--- src/rtl/hazard_stall_unit_pkg.sv ---
// -----------------------------------------------------------------------------
// hazard_stall_unit_pkg
// Shared decode constants and small decode helpers for the ID/EX hazard and
// stall controller: MIPS opcode/funct values, EX destination-select codes and
// per-opcode source-usage functions.
// -----------------------------------------------------------------------------
package hazard_stall_unit_pkg;

    // Opcodes
    localparam logic [5:0] OP_RTYPE = 6'h00;
    localparam logic [5:0] OP_J     = 6'h02;
    localparam logic [5:0] OP_JAL   = 6'h03;
    localparam logic [5:0] OP_BEQ   = 6'h04;
    localparam logic [5:0] OP_BNE   = 6'h05;
    localparam logic [5:0] OP_LUI   = 6'h0F;
    localparam logic [5:0] OP_SB    = 6'h28;
    localparam logic [5:0] OP_SH    = 6'h29;
    localparam logic [5:0] OP_SW    = 6'h2B;

    // R-type function codes touching HI/LO
    localparam logic [5:0] FN_MFHI  = 6'h10;
    localparam logic [5:0] FN_MTHI  = 6'h11;
    localparam logic [5:0] FN_MFLO  = 6'h12;
    localparam logic [5:0] FN_MTLO  = 6'h13;
    localparam logic [5:0] FN_MULT  = 6'h18;
    localparam logic [5:0] FN_MULTU = 6'h19;
    localparam logic [5:0] FN_DIV   = 6'h1A;
    localparam logic [5:0] FN_DIVU  = 6'h1B;

    // EX destination-register select
    typedef enum logic [1:0] {
        REGDST_RT   = 2'b00,
        REGDST_RD   = 2'b01,
        REGDST_RA   = 2'b10,
        REGDST_NONE = 2'b11
    } regdst_e;

    // True for the four multi-cycle HI/LO producers.
    function automatic logic is_muldiv_funct(input logic [5:0] funct);
        logic r;
        case (funct)
            FN_MULT, FN_MULTU, FN_DIV, FN_DIVU: r = 1'b1;
            default:                            r = 1'b0;
        endcase
        return r;
    endfunction

    // True for any R-type that reads or writes HI/LO.
    function automatic logic is_hilo_user(input logic [5:0] op, input logic [5:0] funct);
        logic r;
        r = 1'b0;
        if (op == OP_RTYPE) begin
            case (funct)
                FN_MFHI, FN_MTHI, FN_MFLO, FN_MTLO: r = 1'b1;
                default:                            r = is_muldiv_funct(funct);
            endcase
        end else begin
            r = 1'b0;
        end
        return r;
    endfunction

    // rs is read by everything except the absolute jumps and LUI.
    function automatic logic uses_rs(input logic [5:0] op);
        logic r;
        case (op)
            OP_J, OP_JAL, OP_LUI: r = 1'b0;
            default:              r = 1'b1;
        endcase
        return r;
    endfunction

    // rt is a source only for R-type, compare branches and stores.
    function automatic logic uses_rt(input logic [5:0] op);
        logic r;
        case (op)
            OP_RTYPE, OP_BEQ, OP_BNE, OP_SB, OP_SH, OP_SW: r = 1'b1;
            default:                                       r = 1'b0;
        endcase
        return r;
    endfunction

endpackage

--- src/rtl/hazard_stall_unit_muldiv_busy_tracker.sv ---
// -----------------------------------------------------------------------------
// muldiv_busy_tracker
// Counts down the remaining EX cycles of a MULT/DIV so that HI/LO consumers in
// ID can be held until the result is valid.
// Ports:
//   clk_i   pipeline clock
//   rst_i   asynchronous active-high reset
//   mdx_i   a MULT/MULTU/DIV/DIVU is in EX this cycle
//   busy_o  HI/LO not yet valid (muldiv in EX or countdown running)
// -----------------------------------------------------------------------------
module muldiv_busy_tracker
    import hazard_stall_unit_pkg::*;
#(
    parameter int unsigned MULDIV_LATENCY = 4,
    parameter int unsigned CNT_W          = 3
) (
    input  logic clk_i,
    input  logic rst_i,
    input  logic mdx_i,
    output logic busy_o
);

    localparam logic [CNT_W-1:0] LOAD_VAL = CNT_W'(MULDIV_LATENCY - 1);
    localparam logic [CNT_W-1:0] ZERO_VAL = {CNT_W{1'b0}};
    localparam logic [CNT_W-1:0] ONE_VAL  = CNT_W'(1);

    logic [CNT_W-1:0] md_cnt_q;
    logic [CNT_W-1:0] md_cnt_d;

    // Next count: a new muldiv only arms an idle counter; a running count
    // keeps draining regardless of stalls or flushes and stops at zero.
    always_comb begin
        md_cnt_d = md_cnt_q;
        if (mdx_i && (md_cnt_q == ZERO_VAL)) begin
            md_cnt_d = LOAD_VAL;
        end else if (md_cnt_q != ZERO_VAL) begin
            md_cnt_d = md_cnt_q - ONE_VAL;
        end else begin
            md_cnt_d = md_cnt_q;
        end
    end

    // Countdown register.
    always_ff @(posedge clk_i or posedge rst_i) begin
        if (rst_i) begin
            md_cnt_q <= ZERO_VAL;
        end else begin
            md_cnt_q <= md_cnt_d;
        end
    end

    assign busy_o = mdx_i | (md_cnt_q != ZERO_VAL);

endmodule

--- src/rtl/hazard_stall_unit.sv ---
// -----------------------------------------------------------------------------
// hazard_stall_unit
// Consumer-side controller for the ID/EX pipeline register. Each cycle it lets
// ID advance, inserts a bubble (load-use or HI/LO hazard), or flushes IF/ID and
// ID/EX on a taken branch resolved in EX.
// Ports:
//   Clk, Reset          clock, asynchronous active-high reset
//   IFIDInstruction     instruction in ID
//   IDEXInstruction     instruction in EX
//   IDEXMemRead/RegWrite/RegDst   EX control bits
//   BranchTaken         taken branch/JR resolved in EX (pulse)
//   PCWrite, IFIDWrite  front-end write enables (0 = hold)
//   ControlMuxsignal    1 = pass ID controls, 0 = bubble
//   IFIDFlush, IDEXFlush  synchronous clears for the next edge
//   StallCycles, FlushCycles  saturating performance counters
// Build option: define HAZARD_PERF_EN to implement the performance counters;
// otherwise both counter ports are tied to zero.
// -----------------------------------------------------------------------------
module hazard_stall_unit
    import hazard_stall_unit_pkg::*;
#(
    parameter int unsigned MULDIV_LATENCY = 4,
    parameter int unsigned CNT_W          = 3
) (
    input  logic        Clk,
    input  logic        Reset,
    input  logic [31:0] IFIDInstruction,
    input  logic [31:0] IDEXInstruction,
    input  logic        IDEXMemRead,
    input  logic        IDEXRegWrite,
    input  logic [1:0]  IDEXRegDst,
    input  logic        BranchTaken,
    output logic        PCWrite,
    output logic        IFIDWrite,
    output logic        ControlMuxsignal,
    output logic        IFIDFlush,
    output logic        IDEXFlush,
    output logic [31:0] StallCycles,
    output logic [31:0] FlushCycles
);

    logic [5:0] id_op_s;
    logic [4:0] id_rs_s;
    logic [4:0] id_rt_s;
    logic [5:0] id_funct_s;
    logic [5:0] ex_op_s;
    logic [5:0] ex_funct_s;
    logic [4:0] ex_dest_s;
    logic       ex_dest_vld_s;
    logic       lu_s;
    logic       mdx_s;
    logic       hl_s;
    logic       hh_s;
    logic       busy_s;
    logic       stall_s;
    logic       unused_bits_s;

    assign id_op_s    = IFIDInstruction[31:26];
    assign id_rs_s    = IFIDInstruction[25:21];
    assign id_rt_s    = IFIDInstruction[20:16];
    assign id_funct_s = IFIDInstruction[5:0];
    assign ex_op_s    = IDEXInstruction[31:26];
    assign ex_funct_s = IDEXInstruction[5:0];

    // Fields not involved in hazard detection.
    assign unused_bits_s = ^{IFIDInstruction[15:6], IDEXInstruction[25:21], IDEXInstruction[10:6]};

    // EX destination register; REGDST_NONE means the instruction writes nothing.
    always_comb begin
        ex_dest_s     = 5'd0;
        ex_dest_vld_s = 1'b0;
        case (regdst_e'(IDEXRegDst))
            REGDST_RT: begin
                ex_dest_s     = IDEXInstruction[20:16];
                ex_dest_vld_s = 1'b1;
            end
            REGDST_RD: begin
                ex_dest_s     = IDEXInstruction[15:11];
                ex_dest_vld_s = 1'b1;
            end
            REGDST_RA: begin
                ex_dest_s     = 5'd31;
                ex_dest_vld_s = 1'b1;
            end
            default: begin
                ex_dest_s     = 5'd0;
                ex_dest_vld_s = 1'b0;
            end
        endcase
    end

    // $0 is hard-wired, so a load targeting it can never create a hazard.
    assign lu_s = IDEXMemRead & IDEXRegWrite & ex_dest_vld_s & (ex_dest_s != 5'd0) &
                  ((uses_rs(id_op_s) & (ex_dest_s == id_rs_s)) |
                   (uses_rt(id_op_s) & (ex_dest_s == id_rt_s)));

    assign mdx_s   = (ex_op_s == OP_RTYPE) & is_muldiv_funct(ex_funct_s);
    assign hl_s    = is_hilo_user(id_op_s, id_funct_s);
    assign hh_s    = hl_s & busy_s;
    assign stall_s = lu_s | hh_s;

    muldiv_busy_tracker #(
        .MULDIV_LATENCY (MULDIV_LATENCY),
        .CNT_W          (CNT_W)
    ) u_busy (
        .clk_i  (Clk),
        .rst_i  (Reset),
        .mdx_i  (mdx_s),
        .busy_o (busy_s)
    );

    // Pipeline control: reset forces free-running, then branch flush beats stall.
    always_comb begin
        PCWrite          = 1'b1;
        IFIDWrite        = 1'b1;
        ControlMuxsignal = 1'b1;
        IFIDFlush        = 1'b0;
        IDEXFlush        = 1'b0;
        if (Reset) begin
            PCWrite          = 1'b1;
            IFIDWrite        = 1'b1;
            ControlMuxsignal = 1'b1;
        end else if (BranchTaken) begin
            IFIDFlush        = 1'b1;
            IDEXFlush        = 1'b1;
        end else if (stall_s) begin
            PCWrite          = 1'b0;
            IFIDWrite        = 1'b0;
            ControlMuxsignal = 1'b0;
        end else begin
            PCWrite          = 1'b1;
            IFIDWrite        = 1'b1;
            ControlMuxsignal = 1'b1;
        end
    end

`ifdef HAZARD_PERF_EN
    localparam logic [31:0] CNT_MAX = 32'hFFFF_FFFF;

    logic [31:0] stall_cycles_q;
    logic [31:0] stall_cycles_d;
    logic [31:0] flush_cycles_q;
    logic [31:0] flush_cycles_d;

    // Saturating counters; a branch cycle counts as a flush, never as a stall.
    always_comb begin
        stall_cycles_d = stall_cycles_q;
        flush_cycles_d = flush_cycles_q;
        if (BranchTaken) begin
            if (flush_cycles_q != CNT_MAX) begin
                flush_cycles_d = flush_cycles_q + 32'd1;
            end else begin
                flush_cycles_d = flush_cycles_q;
            end
        end else if (stall_s) begin
            if (stall_cycles_q != CNT_MAX) begin
                stall_cycles_d = stall_cycles_q + 32'd1;
            end else begin
                stall_cycles_d = stall_cycles_q;
            end
        end else begin
            stall_cycles_d = stall_cycles_q;
            flush_cycles_d = flush_cycles_q;
        end
    end

    // Performance counter registers.
    always_ff @(posedge Clk or posedge Reset) begin
        if (Reset) begin
            stall_cycles_q <= 32'd0;
            flush_cycles_q <= 32'd0;
        end else begin
            stall_cycles_q <= stall_cycles_d;
            flush_cycles_q <= flush_cycles_d;
        end
    end

    assign StallCycles = stall_cycles_q;
    assign FlushCycles = flush_cycles_q;
`else
    assign StallCycles = 32'd0;
    assign FlushCycles = 32'd0;
`endif

endmodule

--- config.mk ---
export PLATFORM = sky130hd
export DESIGN_NAME = hazard_stall_unit
export DESIGN_NICKNAME = d
export VERILOG_FILES = /design/src/rtl/hazard_stall_unit_pkg.sv /design/src/rtl/hazard_stall_unit_muldiv_busy_tracker.sv /design/src/rtl/hazard_stall_unit.sv
export SDC_FILE = /design/constraint.sdc
export NUM_CORES = 1
export LEC_CHECK = 0
export ABC_CLOCK_PERIOD_IN_PS = 4880
export CAP_MARGIN = 20
export CORE_MARGIN = 1.5
export CORE_UTILIZATION = 28
export DETAILED_ROUTE_END_ITERATION = 10
export GPL_TIMING_DRIVEN = 0
export PLACE_DENSITY_LB_ADDON = 0.2
export SYNTH_ARGS = -nofsm -noshare
export SYNTH_HDL_FRONTEND = slang
export SYNTH_HIERARCHICAL = 1
export SYNTH_SLANG_ARGS = --single-unit
--- constraint.sdc ---
create_clock -name Clk -period 4.88 [get_ports Clk]
set_clock_uncertainty 0.15 [all_clocks]
set_input_delay 1.22 -clock Clk [delete_from_list [all_inputs] [get_ports Clk]]
set_output_delay 1.22 -clock Clk [all_outputs]
set_load 0.05 [all_outputs]
# After elaboration in Yosys (flattened, before gate mapping)
# Cells that the tools add are included.
# word_totals
wordCells,66
latchBits,0
input_bits,71
ram_bits,0
output_inout_bits,69
memories,0
mem_bits_ro,0
regBits,3
# op_classes
n_shift,0
reduce_logical,14
n_addsub,1
bitwise,11
n_eq_ne,24
muxes,15
order_cmp,0
mul,0
div_mod_pow,0
# op_table
operator,n
$eq 6x5->1 const B,12
$eq 6x6->1 const B,3
$pmux 5 s3,1
$eq 6x2->1 const B,2
$eq 6x3->1 const B,2
$logic_not 6->1,2
$mux 1,12
$reduce_or 4->1,3
$eq 5x5->1,2
$and 1x1->1,8
$eq 6x4->1 const B,1
$mux 3,2
$reduce_or 3->1,2
$reduce_or 6->1,1
$reduce_bool 5->1,1
$logic_not 3->1,1
$or 1x1->1,3
$reduce_bool 3->1,1
$sub 3x1->3 const B,1
$eq 2x1->1 const B,1
$eq 2x2->1 const B,1
$logic_not 2->1,1
$reduce_bool 2->1,1
$logic_and 1x1->1,1

# Depth between registers and ports, before layout
# Gate-level depths: netlist of run 1.
# logic_depth
depth_word,10
mapped_depth,8
ltp_nobuf,7

# Modules after synthesis
# Netlist of run 1, hierarchy kept.
# by_module_without_submodules
module,instances,area_each_um2,cells_per_inst,seq_area_each_um2
hazard_stall_unit,1,934.6,125,0.0
muldiv_busy_tracker,1,158.9,14,75.1

# Least setup slack after synthesis of run 1
# No wires, ideal clock.
# synth_timing
kind,in2out
from,input port IDEXRegDst[1]
to,output port IFIDWrite
path_buffers,2
arrival_time_ps,3137
required_ps,3510
setup_slack_ps,373
stages,8
cell_sequence,buf_6 nand2b_1 a21oi_2 xnor2_2 nand4_1 o32ai_1 a21oi_1 buf_4
# synth_between
elab_chain_cells,10
word_cells_on_any_way,19
cone_classes,eq/ne (4); mux (5); bitwise (7); reduce/logical (3)
# synth_rtl
item,line_no,text
from (decl),hazard_stall_unit.sv:31,"input logic [1:0] IDEXRegDst,"
"$eq 2x2->1, or another cell as far along",hazard_stall_unit.sv:72,case (regdst_e'(IDEXRegDst))
$pmux 5 s3 or $reduce_or 3->1 (tied branches),-,
"$eq 5x5->1, or another cell as far along",hazard_stall_unit.sv:94,((uses_rs(id_op_s) & (ex_dest_s == id_rs_s)) |
"$and 1x1->1, on equally long branches","hazard_stall_unit.sv:94, hazard_stall_unit.sv:93, hazard_stall_unit.sv:95",
$or 1x1->1 or $and 1x1->1 (tied branches),"hazard_stall_unit.sv:94, hazard_stall_unit.sv:93",
$and 1x1->1 (*),hazard_stall_unit.sv:93,assign lu_s = IDEXMemRead & IDEXRegWrite & ex_dest_vld_s & (ex_dest_s != 5'd0) &
$or 1x1->1 (*),hazard_stall_unit.sv:100,assign stall_s = lu_s | hh_s;
$mux 1 (*) (3 in a row),-,
to (decl),hazard_stall_unit.sv:34,"output logic IFIDWrite,"
# Mark *: on every way between the ends. The rest lies on a longest branch, timed or not.

# Final worst setup path of run 1
# layout_timing
from,input port IDEXInstruction[27]
to,output port PCWrite
# layout_between
elab_chain_cells,8
# layout_rtl
item,line_no,text
from (decl),hazard_stall_unit.sv:28,"input logic [31:0] IDEXInstruction,"
$logic_not 6->1,hazard_stall_unit.sv:97,assign mdx_s = (ex_op_s == OP_RTYPE) & is_muldiv_funct(ex_funct_s);
$and 1x1->1,hazard_stall_unit.sv:97,
net mdx_s,hazard_stall_unit.sv:51,logic mdx_s;
$or 1x1->1,hazard_stall_unit_muldiv_busy_tracker.sv:52,assign busy_o = mdx_i | (md_cnt_q != ZERO_VAL);
net busy_s,hazard_stall_unit.sv:54,logic busy_s;
$and 1x1->1,hazard_stall_unit.sv:99,assign hh_s = hl_s & busy_s;
$or 1x1->1,hazard_stall_unit.sv:100,
$mux 1,hazard_stall_unit.sv:126,end else if (stall_s) begin
$mux 1,hazard_stall_unit.sv:123,end else if (BranchTaken) begin
$mux 1,hazard_stall_unit.sv:119,if (Reset) begin
to (decl),hazard_stall_unit.sv:33,"output logic PCWrite,"
# The timed path passes the listed nets, and every way through them passes these cells.

==> results of run 1 <==
[power groups by stage]
stage	Sequential, mW	Combinational, mW	Clock (mW)
final	0.0438	0.288	0.0726
after global routing	0.0460	0.312	0.0780
after CTS	0.0438	0.288	0.0740
after detailed placement	0.0440	0.287	0
after global placement	0.0431	0.283	0
after floorplan	0.0425	0.231	0
[path summary, 6_finish.rpt]
kind	from	to	slack [ps]
max	IDEXInstruction[27]	PCWrite	120
min	u_busy/md_cnt_q[2]	u_busy/md_cnt_q[2]	350
max reg2reg	u_busy/md_cnt_q[0]	u_busy/md_cnt_q[0]	3430
min reg2reg	u_busy/md_cnt_q[2]	u_busy/md_cnt_q[2]	350
max in group asynchronous	Reset	u_busy/md_cnt_q[0]	3320
min in group asynchronous	Reset	u_busy/md_cnt_q[1]	1120
[timing repair]
| item | CTS | global route |
|---|---|---|
| gates resized for setup | 11 | 2 |
| setup endpoints to repair | 3 | 1 |
| hold endpoints to repair | 0 | 0 |
[routing by layer]
layer  wire [µm]  vias to the layer above  global-route usage [%]  part of all wire, %
met1         906                      375                    12.1                   39
met3         253                        2                    1.20                   11
met5           0                        -                       0                    0
li1            -                      567                       -                    -
met4          22                        0                    3.13                 0.94
met2        1160                       56                    18.8                   50
[kinds of logic (layout without fill, tap and decap cells)]
kind of cell    Yosys count  count (layout)
simple gates             33              33
mux                       2               2
fa+ha+maj                 2               2
xor+xnor                 10              10
compound gates           14              14
other cells               1              64
flops                     3               3
buf+inv                  74             128
[cell type report]
| cell class | instances | area, µm² | area share, % |
|---|---|---|---|
| buffer | 69 | 526 | 27.2 |
| clock buffer | 4 | 45.0 | 2.33 |
| multi-input combinational | 125 | 717 | 37.2 |
| inverter | 5 | 18.8 | 0.973 |
| tap | 48 | 60.1 | 3.11 |
| timing repair buffer | 50 | 488 | 25.3 |
| sequential | 3 | 75.1 | 3.89 |
[per-stage QoR]
stage / cells / TNS, ps / total power, mW / worst slack, ps / instance area [µm²]
after global routing: 304 / 0 / 0.436 / 13.5 / 1930
final: 304 / 0 / 0.404 / 121 / 1930
after floorplan: 202 / 0 / 0.273 / 373 / 1330
after detailed placement: 300 / -1250 / 0.331 / -456 / 1890
after global placement: 300 / -1220 / 0.326 / -450 / 1890
after CTS: 304 / 0 / 0.406 / 20.1 / 1930
[placed cells by master, fill, tap and decap left out, types with 3 or more instances in the layout]
| cell type | n |
|---|---|
| clkdlybuf4s50_1 | 47 |
| dfrtp_1 | 3 |
| a21oi_2 | 3 |
| nor2_1 | 4 |
| a21oi_1 | 6 |
| xnor2_1 | 7 |
| nand2b_1 | 4 |
| conb_1 | 64 |
| buf_4 | 68 |
| nor3_2 | 3 |
| nor4_1 | 4 |
| clkbuf_8 | 3 |
| nand2_1 | 3 |
| inv_1 | 5 |
[worst max-delay path, cell delays in order]
cell	delay, ps
clkdlybuf4s50_1	390
or4_1	540
nor4_2	180
nand2b_2	190
nor4bb_1	270
and3_1	190
a21oi_1	60
buf_4	160
buf_2	200
==> out/qor.yml, run 1 <==
routing:
  postRouteAntennaNets: 0
  first_iter_violations: 27
  vias_per_cell: 3.29
  vias: 1000
  drc: 0
  totalWireLength_um: 2340
  wire_per_inst_um: 7.70
  drtPass1Iterations: 4
setup_path:
  crit_type: "primary input to output pin"
  cp_max_fo: 3
  cp-end-kind: "output pin"
  required_ps: 3510
  worstSetupStartpointType: "primary input"
  crit_arrival_ps: 3390
  worst_r2r_path_depth: 5
power_and_ir_drop:
  powerDensity_nw_per_um2: 210
  combPwrFrac_pct: 71.2
  vdd_drop_max_mv: 0.0880
  pwr-share-seq_pct: 10.8
  p_int_mw: 0.213
  p_sw_mw: 0.191
  leakagePower_nw: 1.01
  p_clk_share_pct: 18.0
  p_sw_share_pct: 47.2
yosys:
  synth_edf_count: 0
  synthAdderAreaFrac_pct: 2.29
  avgSynthCellArea_um2: 7.87
  yosysTopAreaCell: "buf_4"
  synthMuxAreaShare_pct: 2.29
  ys_ff_latch: 3
  synth_cells: 139
  async_reset_ff_share_pct: 100
  yosysMostFrequentCell: "buf_4"
  synth_common_cells: "67 x buf_4, 7 x xnor2_1, 6 x a21oi_1"
  synth_top_family_by_area: "buffers and inverters"
  ys_dominant_reg_cell: "dfrtp_1"
  synth.yosys.seq_area_share_pct: 6.86
  synth_top_area_share_pct: 46.0
  synth-xor-area-share_pct: 9.38
  ys_top_cells_by_area: "buf_4 46%, dfrtp_1 6.9%, xnor2_1 5.6%"
  syn_area_um2: 1090
  yosys.cell_types.count: 35
  synth-compound-area-share_pct: 8.24
  ys_warn_count: 6
  yosys.area_share.simple_pct: 20.8
floorplan:
  ioPinCount: 140
  coreArea_um2: 3720
  die_area_um2: 4290
  initial_core_util_pct: 29.4
  row_count: 22
  die_w_um: 65.5
  fp.dieH_um: 65.5
clock_tree:
  htreeDepth: 1
  clockBufferDepth: 2
  numCtsBuffers: 3
  clk_latency_ps: 220
  cts_hold_buf: 0
  root_buffer: "clkbuf_8"
  cts_tree: "built"
  post-cts-setup-buffer-count: 0
  path_clk_slew_ps: 30
  clock_sinks: 3
sta:
  tightest_slew_ps: 516
  layout_min_cycle_time_ps: 4760
  max_clock_freq_mhz: 210
  setup_viol: 0
  hold_ws_ps: 354
  rsz0062_at_grt: "false"
  slew_viol_final: 0
  min_period_over_period_pct: 97.5
  slew_headroom_pct: 65.5
  hold_viol: 0
placed_design:
  hpwl_um: 2210
  gp_congestion: 0.698
  portBuffers: 50
layout:
  synthToLayoutAreaGrowth_pct: 76.4
  n_antenna_cell: 0
  final_core_util_pct: 51.9
  layout_top_registers: "u_busy/md_cnt_q x3"
  top_register: "u_busy/md_cnt_q"
  largest_reg_flops: 3
  n_fill_cell: 393
  drive_gt1_share_pct: 34.4
  fin_nets: 330
global_routing:
  grt_pass1_vias: 824
  track_usage_pct: 10.1
  grt_max_degree: 11
  antenna_found_initial: 0
  grt_overflow: 0
  grt_pass1_wl_um: 3510
hold_path:
  min_path_cells: 2
  hp-class: "flop to flop"
run_status:
  status: "finished, final reports clean"
run:
  max_cap_violations: 0
Note: power is estimated with default switching activity, not from simulation.
==> inputs of run 2 (changes only) <==
--- a/config.mk
+++ b/config.mk
@@ -7,9 +7,10 @@
 export LEC_CHECK = 0
 export ABC_CLOCK_PERIOD_IN_PS = 4880
 export CAP_MARGIN = 20
-export CORE_MARGIN = 1.5
-export CORE_UTILIZATION = 28
+export CORE_AREA = 2 2 54 56
 export DETAILED_ROUTE_END_ITERATION = 10
+export DIE_AREA = 0 0 56 58
+export DONT_BUFFER_PORTS = 1
 export GPL_TIMING_DRIVEN = 0
 export PLACE_DENSITY_LB_ADDON = 0.2
 export SYNTH_ARGS = -nofsm -noshare
==> out/qor.yml, run 2 (synthesized netlist as in run 1, its figures left out) <==
setup_path:
  cp-end-kind: "output pin"
  required_ps: 3510  # about the same
  worstSetupStartpointType: "primary input"
  crit_arrival_ps: 3210  # -180 ps
  cp_max_fo: 3  # unchanged
  crit_type: "primary input to output pin"
global_routing:
  grt_pass1_vias: 774  # -6.1%
  grt_pass1_wl_um: 3120  # -11%
  grt_max_degree: 11  # unchanged
  antenna_found_initial: 0  # unchanged
  track_usage_pct: 12.0  # +1.9 points
  grt_overflow: 0  # unchanged
floorplan:
  die_area_um2: 3250  # -24%
  initial_core_util_pct: 41.1  # +12 points
  ioPinCount: 140  # unchanged
  row_count: 19  # -14%
  die_w_um: 56  # -14%
  coreArea_um2: 2660  # -28%
  fp.dieH_um: 58  # -11%
power_and_ir_drop:
  leakagePower_nw: 0.811  # -19%
  vdd_drop_max_mv: 0.147  # +67%
  p_total_mw: 0.332  # -18%
  powerDensity_nw_per_um2: 236  # +13%
sta:
  max_clock_freq_mhz: 218  # +4.0%
  tns_ps: 0  # unchanged
  layout_min_cycle_time_ps: 4580  # -181 ps
  setup_viol: 0  # unchanged
  hold_ws_ps: 385  # +30.9 ps
  min_period_over_period_pct: 93.8  # -3.7 points
  hold_viol: 0  # unchanged
  rsz0062_at_grt: "false"
  tightest_slew_ps: 1000  # +485 ps
  slew_viol_final: 0  # unchanged
  slew_headroom_pct: 33.2  # -32 points
clock_tree:
  post-cts-setup-buffer-count: 0  # unchanged
  clk_latency_ps: 230  # about the same
  numCtsBuffers: 3  # unchanged
  clockBufferDepth: 2  # unchanged
  clock_sinks: 3  # unchanged
  path_clk_slew_ps: 30  # about the same
  post_cts_resized: 0  # -11
  htreeDepth: 1  # unchanged
  cts_hold_buf: 0  # unchanged
  root_buffer: "clkbuf_4"
  cts_tree: "built"
layout:
  final_cell_mix: "68 x buf_4, 64 x conb_1, 7 x xnor2_1, 6 x a21oi_1"
  n_antenna_cell: 0  # unchanged
  final_common_cell: "buf_4"
  top_register: "u_busy/md_cnt_q"
  regArea_um2: 75.1  # unchanged
  final_core_util_pct: 52.8  # +0.90 points
  multi_input_area_um2: 711  # -0.87%
  fin_nets: 282  # -15%
  synthToLayoutAreaGrowth_pct: 28.6
  n_fill_cell: 271  # -31%
  layout_top_registers: "u_busy/md_cnt_q x3"
  largest_reg_flops: 3  # unchanged
  fin_area_um2: 1410  # -27%
  drive_gt1_share_pct: 40.9  # +6.5 points
routing:
  vias_per_cell: 3.75  # +14%
  drc: 0  # unchanged
  postRouteAntennaNets: 0  # unchanged
  drtPass1Iterations: 4  # unchanged
  first_iter_violations: 33  # +22%
  vias: 897  # -10%
  totalWireLength_um: 2030  # -13%
  wire_per_inst_um: 8.48  # +10%
placed_design:
  hpwl_um: 1940  # -12%
  gp_congestion: 0.816  # +17%
  placed_area_um2: 1380  # -27%
  portBuffers: 0  # -100%
run:
  max_cap_violations: 0  # unchanged
hold_path:
  hp-class: "flop to flop"
run_status:
  status: "finished, final reports clean"
==> run 2: cell type report <==
cell class                      instances  area share (%)
Timing Repair Buffer                    2           0.801
Clock buffer                            4            1.87
Multi-Input combinational cell        125            50.5
Tap cell                               31            2.76
Inverter                                5            1.33
Buffer                                 69            37.4
Sequential cell                         3            5.34
==> run 2: worst paths after layout <==
check | start | endpoint | slack (ps) | depth (start not counted)
setup / recovery | IDEXInstruction[27] | IFIDWrite | 300 | 9
min in group asynchronous | Reset | u_busy/md_cnt_q[0] | 600 | 1
max in group asynchronous | Reset | u_busy/md_cnt_q[2] | 3850 | 1
hold / removal | u_busy/md_cnt_q[2] | u_busy/md_cnt_q[2] | 390 | 2
hold reg to reg | u_busy/md_cnt_q[2] | u_busy/md_cnt_q[2] | 390 | 2
setup reg to reg | u_busy/md_cnt_q[0] | u_busy/md_cnt_q[0] | 3430 | 5
==> run 2: critical path: stages <==
cell      delay [ps]
or4_1            500
nor4_1           250
nand2b_2         210
nor4bb_1         290
and3_1           200
a21oi_1           40
buf_4            200
buf_1            120
buf_4            190
==> run 2: power by group <==
group,internal [mW],switching (mW)
logic,0.0858,0.160
registers,0.0391,0.00481
clock network,0.0306,0.0117
==> run 2: per-layer routing <==
layer | track usage, % | wire length [µm]
met1 | 12.0 | 622
met2 | 23.0 | 1070
met3 | 4.46 | 316
met4 | 4.08 | 16
met5 | 0 | 0
==> run 2: through the flow <==
| stage | std cells | setup WS, ps |
|---|---|---|
| final | 239 | 302 |
| after detailed placement | 235 | 280 |
| after floorplan | 202 | 373 |
| after global placement | 233 | 238 |
| after global routing | 239 | 188 |
| after CTS | 239 | 274 |
==> RTL change, RTL diff (flow settings as in run 1) <==
The option `HAZARD_PERF_EN` is turned on by a define.
--- a/src/rtl/hazard_stall_unit.sv
+++ b/src/rtl/hazard_stall_unit.sv
@@ -18,2 +18,4 @@
 // -----------------------------------------------------------------------------
+`define HAZARD_PERF_EN
+
 module hazard_stall_unit
Function: changed (Yosys sat finds a counterexample within 4 cycles, from zero or initial values and one cycle with Reset high).
==> RTL change against run 1 <==
  * Count of clock-buffer cells in the layout rose by 7
  * Register-to-register slack got worse by 1.4 ns
  * Largest cell class is now multi-input gates
  * Design area grew to 2.8 times the old value
  * Sequential cell count grew 64
  * Non-clock buffer count increased by 16
  * Setup slack worse by 0.0012 ns
  * Synthesized cell count is 150% higher
  * Routed wire length rose to 3.8 times the old value
  * Power rose to 4.3 times the old value
  * Cell count increased by 120%
  * Core utilization decreased by 8.8 points
  * Synthesized area grew to 3.3 times the old value
==> RTL change: results (changes against run 1) <==
status: "completed"  # unchanged
syn_inst: 344  # was 139
p_int_uw: 1220  # was 213 uW
final_nets: 555  # was 330
bufAreaShareNonClock: 0.236  # was 0.525
r2r-end: "StallCycles[1]$_DFFE_PP0P_"  # was u_busy/md_cnt_q[0]$_DFFE_PP0P_
crit_slowest_cell: "or4b_4"  # was or4_1
grtUsageTotal: 0.140  # was 0.101
grt_start_max_net_pins: 65  # was 11
synth_most_common_cell: "dfrtp_1"  # was buf_4
setup_slack_ns: 0.120  # was 0.121 ns
buffers_excl_clock: 135  # was 119
tightest_slew_ns: 0.806  # was 0.516 ns
dpl.cell_count: 630  # was 300
num-fill-cells: 1257  # was 393
htree_num_levels: 3  # was 1
place.gp.congestion: 0.754  # was 0.698
endpoint: "IFIDWrite"  # was PCWrite
power_frac_comb: 0.230  # was 0.712
r2r_setup_slack_ns: 1.99  # was 3.43 ns
drtIter0Drc: 138  # was 27
ys_seq_area_frac: 0.463  # was 0.0686
ys_top_cells_by_area: "dfrtp_1 46%, xnor2_1 8.5%, xor2_1 8.2%, nand3_1 3.3%, nor4_2 2.8%"  # was buf_4 46%, dfrtp_1 6.9%, xnor2_1 5.6%, xnor2_2 3.0%, nor4_1 2.9%
rr_worst_depth: 9  # was 5
clkLatencyLatePin_ns: 0.33  # was 0.22 ns
cts_root_buffer: "clkbuf_16"  # was clkbuf_8
path_clk_slew_ns: 0.05  # was 0.03 ns
hpwl_um: 6660  # was 2210 um
taps: 172  # was 48
placed_area_um2: 4980  # was 1890 um^2
n_clock_buffer: 11  # was 4
worst-path-max-fanout: 6  # was 3
clk_share: 0.0571  # was 0.0233
timing.hold.ws_ns: 0.340  # was 0.354 ns
seq_cell_power_uw: 648  # was 43.8 uW
synth_common_cells: "67 x dfrtp_1, 35 x xnor2_1, 34 x xor2_1"  # was 67 x buf_4, 7 x xnor2_1, 6 x a21oi_1
p_total_uw: 1720  # was 404 uW
finalCoreUtilization: 0.431  # was 0.519
seqCellArea_um2: 1680  # was 75.1 um^2
first_global_vias: 3116  # was 824
post_cts_buffers: 11  # was 0
yosys_register_bits: 67  # was 3
drive_gt1_frac: 0.157  # was 0.344
numCtsBuffers: 9  # was 3
synth_cell_type_count: 49  # was 35
inv_count: 13  # was 5
[RTL change: cell types whose count changed in the layout (fill, tap and decap cells not counted), sizes merged, moves of 17 or more]
cell | before | now
xnor2 | 9 | 35
conb | 64 | 0
xor2 | 1 | 34
dlygate4sd2 | 0 | 17
nand2 | 3 | 25
buf | 71 | 27
nor3 | 5 | 22
nand3 | 2 | 24
dfrtp | 3 | 67
clkdlybuf4s50 | 47 | 90
[RTL change: cell families (layout without fill, tap and decap cells)]
family,after synthesis,in the layout,share of synthesized area
AOI/OAI and AO/OA,20,20,0.0408
xor gates and xnor gates,69,69,0.167
adders and majority gates,4,4,0.0138
buffers and inverters,23,164,0.0339
DFF,67,67,0.463
muxes,6,6,0.0194
and+or+nand+nor,155,155,0.262
[RTL change: metal layers]
layer / GRT usage / part of all wire / up-vias
li1: - / - / 1486
met1: 0.166 / 0.43 / 1427
met2: 0.241 / 0.50 / 62
met3: 0.0462 / 0.053 / 8
met4: 0.0450 / 0.013 / 0
met5: 0 / 0 / -
